<file path="src/rtl/load_store_unit_pkg.sv">
// Shared types and helpers for the RV64I load/store unit: FSM states,
// access-size codes, strobe base patterns and alignment rules.
package load_store_unit_pkg;

    typedef enum logic [1:0] {
        S_IDLE = 2'd0,
        S_REQ  = 2'd1,
        S_DONE = 2'd2,
        S_ERR  = 2'd3
    } lsu_state_e;

    // funct3[1:0] selects the access size; funct3[2] selects zero-extension.
    localparam logic [1:0] SZ_B = 2'd0;
    localparam logic [1:0] SZ_H = 2'd1;
    localparam logic [1:0] SZ_W = 2'd2;
    localparam logic [1:0] SZ_D = 2'd3;

    localparam logic [2:0] F3_BAD_LOAD = 3'b111;

    function automatic logic [7:0] strobe_base(input logic [1:0] sz);
        case (sz)
            SZ_B:    return 8'h01;
            SZ_H:    return 8'h03;
            SZ_W:    return 8'h0F;
            default: return 8'hFF;
        endcase
    endfunction

    function automatic logic is_misaligned(input logic [1:0] sz, input logic [2:0] off);
        case (sz)
            SZ_B:    return 1'b0;
            SZ_H:    return off[0];
            SZ_W:    return |off[1:0];
            default: return |off;
        endcase
    endfunction

endpackage

</file>
<file path="src/rtl/load_store_unit_load_extend.sv">
// Combinational load extractor: selects the addressed byte lane of a
// doubleword and sign- or zero-extends it according to funct3.
module load_extend
    import load_store_unit_pkg::*;
(
    input  logic [63:0] rdata_i,
    input  logic [2:0]  off_i,
    input  logic [2:0]  funct3_i,
    output logic [63:0] data_o
);

    logic [63:0] lane;
    logic        sext;

    assign lane = rdata_i >> {off_i, 3'b000};
    assign sext = ~funct3_i[2];

    always_comb begin
        data_o = lane;
        case (funct3_i[1:0])
            SZ_B:    data_o = {{56{sext & lane[7]}},  lane[7:0]};
            SZ_H:    data_o = {{48{sext & lane[15]}}, lane[15:0]};
            SZ_W:    data_o = {{32{sext & lane[31]}}, lane[31:0]};
            default: data_o = lane;
        endcase
    end

endmodule

</file>
<file path="src/rtl/load_store_unit.sv">
// Sequences one RV64I load or store against data memory: latches the request,
// issues an aligned doubleword access with strobes and extends load results.
module load_store_unit
    import load_store_unit_pkg::*;
#(
    parameter int XLEN    = 64,
    parameter int TIMEOUT = 16
) (
    input  logic            clk_i,
    input  logic            rst_i,
    input  logic            start_i,
    input  logic            is_store_i,
    input  logic [2:0]      funct3_i,
    input  logic [XLEN-1:0] addr_i,
    input  logic [XLEN-1:0] store_data_i,
    output logic [XLEN-1:0] mem_addr_o,
    output logic [XLEN-1:0] mem_wdata_o,
    output logic [7:0]      mem_wstrb_o,
    output logic            mem_valid_o,
    output logic            mem_we_o,
    input  logic            mem_ready_i,
    input  logic [XLEN-1:0] mem_rdata_i,
    output logic            busy_o,
    output logic            done_o,
    output logic            error_o,
    output logic [XLEN-1:0] load_data_o,
    output logic            reg_write_o
);

    localparam int CNT_W = $clog2(TIMEOUT);

    lsu_state_e      state_q, state_d;
    logic            is_store_q;
    logic [2:0]      funct3_q;
    logic [XLEN-1:0] addr_q;
    logic [XLEN-1:0] wdata_q;
    logic [7:0]      wstrb_q;
    logic [XLEN-1:0] load_data_q;
    logic [CNT_W-1:0] cnt_q;
    logic [XLEN-1:0] ext_data;
    logic            illegal_start;
    logic            timeout_hit;

    load_extend u_load_extend (
        .rdata_i  (mem_rdata_i),
        .off_i    (addr_q[2:0]),
        .funct3_i (funct3_q),
        .data_o   (ext_data)
    );

    assign illegal_start = (is_store_i & funct3_i[2])
                         | (~is_store_i & (funct3_i == F3_BAD_LOAD))
                         | is_misaligned(funct3_i[1:0], addr_i[2:0]);
    assign timeout_hit   = (cnt_q == CNT_W'(TIMEOUT - 1));

    always_ff @(posedge clk_i) begin
        if (rst_i) begin
            state_q <= S_IDLE;
        end else begin
            state_q <= state_d;
        end
    end

    always_comb begin
        state_d = state_q;
        case (state_q)
            S_IDLE: if (start_i) state_d = illegal_start ? S_ERR : S_REQ;
            S_REQ: begin
                if (mem_ready_i)      state_d = S_DONE;
                else if (timeout_hit) state_d = S_ERR;
            end
            default: state_d = S_IDLE;
        endcase
    end

    always_comb begin
        mem_valid_o = (state_q == S_REQ);
        mem_we_o    = (state_q == S_REQ) & is_store_q;
        busy_o      = (state_q != S_IDLE);
        done_o      = (state_q == S_DONE) | (state_q == S_ERR);
        error_o     = (state_q == S_ERR);
        reg_write_o = (state_q == S_DONE) & ~is_store_q;
    end

    // Request registers stay frozen from acceptance until the next start in IDLE.
    always_ff @(posedge clk_i) begin
        if (rst_i) begin
            is_store_q  <= 1'b0;
            funct3_q    <= '0;
            addr_q      <= '0;
            wdata_q     <= '0;
            wstrb_q     <= '0;
            load_data_q <= '0;
        end else begin
            if (state_q == S_IDLE && start_i) begin
                is_store_q <= is_store_i;
                funct3_q   <= funct3_i;
                addr_q     <= addr_i;
                wdata_q    <= store_data_i << {addr_i[2:0], 3'b000};
                wstrb_q    <= is_store_i ? (strobe_base(funct3_i[1:0]) << addr_i[2:0]) : 8'h00;
            end
            if (state_q == S_REQ && mem_ready_i && !is_store_q) begin
                load_data_q <= ext_data;
            end
        end
    end

    always_ff @(posedge clk_i) begin
        if (rst_i) begin
            cnt_q <= '0;
        end else if (state_q != S_REQ && state_d == S_REQ) begin
            cnt_q <= '0;
        end else if (state_q == S_REQ && !mem_ready_i) begin
            cnt_q <= cnt_q + CNT_W'(1);
        end
    end

    assign mem_addr_o  = {addr_q[XLEN-1:3], 3'b000};
    assign mem_wdata_o = wdata_q;
    assign mem_wstrb_o = wstrb_q;
    assign load_data_o = load_data_q;

endmodule
</file>
<file path="config.mk">
export PLATFORM = sky130hd
export DESIGN_NAME = load_store_unit
export DESIGN_NICKNAME = d
export VERILOG_FILES = /design/src/rtl/load_store_unit_pkg.sv /design/src/rtl/load_store_unit_load_extend.sv /design/src/rtl/load_store_unit.sv
export SDC_FILE = /design/constraint.sdc
export NUM_CORES = 1
export LEC_CHECK = 0
export ABC_AREA = 1
export CAP_MARGIN = 40
export CORE_MARGIN = 1
export CORE_UTILIZATION = 40
export DETAILED_ROUTE_END_ITERATION = 8
export GPL_ROUTABILITY_DRIVEN = 1
export PLACE_DENSITY_LB_ADDON = 0.25
export SLEW_MARGIN = 10
export SYNTH_ARGS = -nofsm -noshare
export SYNTH_HDL_FRONTEND = slang
export SYNTH_SLANG_ARGS = --single-unit
</file>
<file path="constraint.sdc">
create_clock -name clk_i -period 1.5 [get_ports clk_i]
set_input_delay 0.15 -clock clk_i [delete_from_list [all_inputs] [get_ports clk_i]]
set_output_delay 0.15 -clock clk_i [all_outputs]
set_load 0.01 [all_outputs]
</file>
==> metrics.sh <==
POST-ROUTE-DRC-COUNT=0
WIRE_LENGTH_OF_THE_FIRST_GLOBAL_ROUTING_PASS_UM=69860
LAYOUT_WORST_PATH_CYCLE_SHARE=1.092
FINALCLOCKSKEW_NS=0.01440
YS_WARN_COUNT=0
REPLACE_CONGESTION=1.015
CRIT_CHAIN='buf_8 -> buf_16 -> buf_4 -> o21ai_4 -> o21a_1 -> nand2_1 -> nand3_1 -> nand2_1 -> inv_1'
ENDPOINT_KIND='register'
MIN_PERIOD_NS=1.638
GR-TOTAL-OVERFLOW=0
DETAIL-ROUTE-ANTENNA-NETS=0
GLOBALROUTETOTALUTIL=0.3021
POWER_TOTAL_uW=18290
POST_SYNTH_NUM_CELL_TYPES=40
ASYNCSETRESETFLOPFRACSYNTH=0
FINAL_LAYOUT_SIZE_SUFFIX_GT1_FRAC=0.2336
TIMING.CRITICAL_PATH.SLOWEST_CELL_DELAY_NS=0.37
DR_TOTAL_VIAS=13840
CTS_BUFFERS=25
SYNTH.YOSYS.SEQ_AREA_SHARE=0.3630
POWER_DENSITY_mW_PER_MM2=977.1
MOST_USED_FLIP_FLOP_CELL_AFTER_SYNTHESIS='dfxtp_1'
DRTPASS1ITERATIONS=7
DIE_X_UM=172.1
FINISH.NET_COUNT=2392
POWER.STATIC_LEAKAGE_uW=0.008638
FLOORPLAN.DIE_AREA_MM2=0.02963
COUNT_OF_H_TREE_LEVELS_BUILT_DURING_CTS=1
LAYOUT_COMMON_CELLS='nand2_1, nor2_1, dfxtp_1, dlygate4sd2_1, clkdlybuf4s50_1'
FINAL_CORE_UTIL=0.6646
SYNTHCELLS=1779
NUMBER_OF_SYNTHESIZED_FLOPS_WITH_AN_ENABLE_PIN=0
NUM_ROWS=61
FINALWIRELENGTH_UM=48060
WORSTSKEWPAIRLATENCY_NS=0.53
IO_BUFFERS=402
FINAL_HOLD_VIOL_COUNT=0
LAYOUT-AREA-OVERHEAD-VS-SYNTH_PCT=61.64
DP_HPWL_UM=33700
ANTENNA_FOUND_INITIAL=6
CLOCK.FMAX_GHz=0.6105
INITIAL_CORE_UTIL=0.4112
CRITPATHSLOWESTCELL='dfxtp_4'
WORST_HOLD_PATH_TYPE='in2reg'
SYNTH-SEQ-CELLS=210
CLOCK_TREE.ROOT_CELL='clkbuf_16'
CP_TOP_FAMILY='buffers and inverters'
STATUS='finished, violations left'
MAX-CAP-VIOLATIONS=0
CTS.CLK_SLEW.WORST_PATHS_NS=0.06
CRIT_REQUIRED_NS=1.97
GRT_PASS1_VIAS=13040
FLOORPLAN.DIE.HEIGHT_UM=172.1
DETAIL_ROUTE.ITER0.VIOLATIONS=1370
CRIT_PATH_MAX_FANOUT=13
RSZ_0062_RAISED_AFTER_GLOBAL_ROUTING='yes'
CTS.PATH.MAX_BUFFERS=3
LAYOUT_SETUP_WS_NS=-0.1381
AVGSYNTHCELLAREA_UM2=6.509
WL_PER_CELL_UM=18.55
TIMING.FINAL.SETUP_VIOLATIONS=62
WORST_SETUP_PATH_START_KIND='register'
NUM_IO_PINS=406
MAPPEDNETLISTAREA_MM2=0.01158
CRITICAL-PATH-TOP-CELL-BY-COUNT='nand2_1'
CTS_TREE='yes'
CP.ARRIVAL_NS=2.11
CRITICAL_SETUP_PATH_KIND='reg2reg'
TIMING.CRITICAL_PATH.BUF_INV=4
LAYOUT_COMMONEST_CELL='nand2_1'
VIOLATIONS='negative setup slack'
SLEW_VIOL_FINAL=0
ROUTED_VIA_DENSITY=5.343
PIN_COUNT_OF_THE_BIGGEST_NET_ENTERING_GLOBAL_ROUTING=81
CTS.SINKS=210
WORST_IR_DROP_VDD_V=0.0008470
DESIGN.CORE.AREA_MM2=0.02816
-- report_power, final --
part,switching [µW],internal (µW)
registers,246,5990
logic,3240,2640
clock network,2420,3750
-- sequential cells by signal (all words and copies together), names as in the netlist --
register     count
mem_wdata_o     64
mem_wstrb_o      8
load_data_o     64
state_q          2
is_store_q       1
cnt_q            4
addr_q          64
funct3_q         3
-- metrics by stage --
step	hold WS [ns]	instance area (µm²)	cells	setup WS [ns]	TNS, ns
final	0.1328	18720	2591	-0.1381	-4.365
after global placement	0.4546	16210	2502	-0.2747	-17.12
after detailed placement	0.4566	16210	2502	-0.2624	-18.95
after floorplan	0.3123	11590	1781	0.1173	0
after CTS	0.1219	18010	2577	-0.2073	-6.625
after global routing	0.1566	18720	2591	-0.1884	-8.739
-- cells in the mapped netlist (5+ instances only) --
cell        n  share of area
o211ai_1   11         0.0071
buf_2      63          0.027
nand2_1   431           0.14
inv_2      10         0.0032
nor2_1    270          0.088
a31oi_1     6         0.0032
buf_1       5         0.0016
clkbuf_1   49          0.016
o21ai_0   214          0.092
nand3_2     7         0.0061
inv_1      71          0.023
nand3_1   151          0.065
a21oi_2    10         0.0076
or2_2      21          0.011
o21ai_1    19         0.0082
a21oi_1    83          0.036
buf_6      12          0.012
buf_4      70          0.045
a22oi_1    30          0.019
dfxtp_1   210           0.36
-- final cells by class --
cell class	instances	area (µm²)
Clock inverter	7	93.84
Antenna cell	4	10.01
Timing Repair Buffer	581	5821
Multi-Input combinational cell	1289	6997
Inverter	83	347.8
Clock buffer	38	744.5
Sequential cell	210	4215
Tap cell	378	473.0
Fill cell	2378	9445
Timing Repair inverter	1	16.27
-- kinds of logic (layout without fill, tap and decap cells) --
logic type / after synthesis / in the layout / share of synthesized area
fa+ha+maj: 1 / 1 / 0.001080
buf+inv: 282 / 710 / 0.1289
mux: 3 / 3 / 0.002593
simple gates: 901 / 901 / 0.3245
flops: 210 / 210 / 0.3630
compound gates: 379 / 379 / 0.1781
other cells: 1 / 7 / 0.0003238
xor+xnor: 2 / 2 / 0.001513
-- final timing paths --
path	cells past startpoint	slack (ns)	end	start
setup / recovery	9	-0.14	load_data_o[1]$_SDFFE_PP0P_	addr_q[0]$_SDFFE_PP0P_
hold / removal	3	0.13	mem_wdata_o[24]$_SDFFE_PP0P_	rst_i
setup reg to reg	9	-0.14	load_data_o[1]$_SDFFE_PP0P_	addr_q[0]$_SDFFE_PP0P_
hold reg to reg	2	0.46	mem_wdata_o[29]$_SDFFE_PP0P_	mem_wdata_o[29]$_SDFFE_PP0P_
-- worst reg2reg max path: cells and delay by family (launching register included) --
kind	cells	cell delay [ns]
and+or+nand+nor	3	0.26
buffers and inverters	4	0.50
AOI/OAI and AO/OA	2	0.45
DFF	1	0.37
-- timing repair --
action / 4_1_cts / 5_1_grt
pin swaps: 53 / 67
resized for setup: 461 / 157
gates cloned: 10 / 7
endpoints found under the hold margin: 0 / 0
buffers inserted: 21 / 9
endpoints found under the setup margin: 285 / 107
hold buffers: 0 / 0
-- routing by layer --
layer / part of all wire / global-route usage
met3: 0.091 / 0.06821
met5: 0.00062 / 0
met1: 0.38 / 0.3498
met4: 0.052 / 0.1431
met2: 0.47 / 0.5251
(Power assumes the default switching activity.)
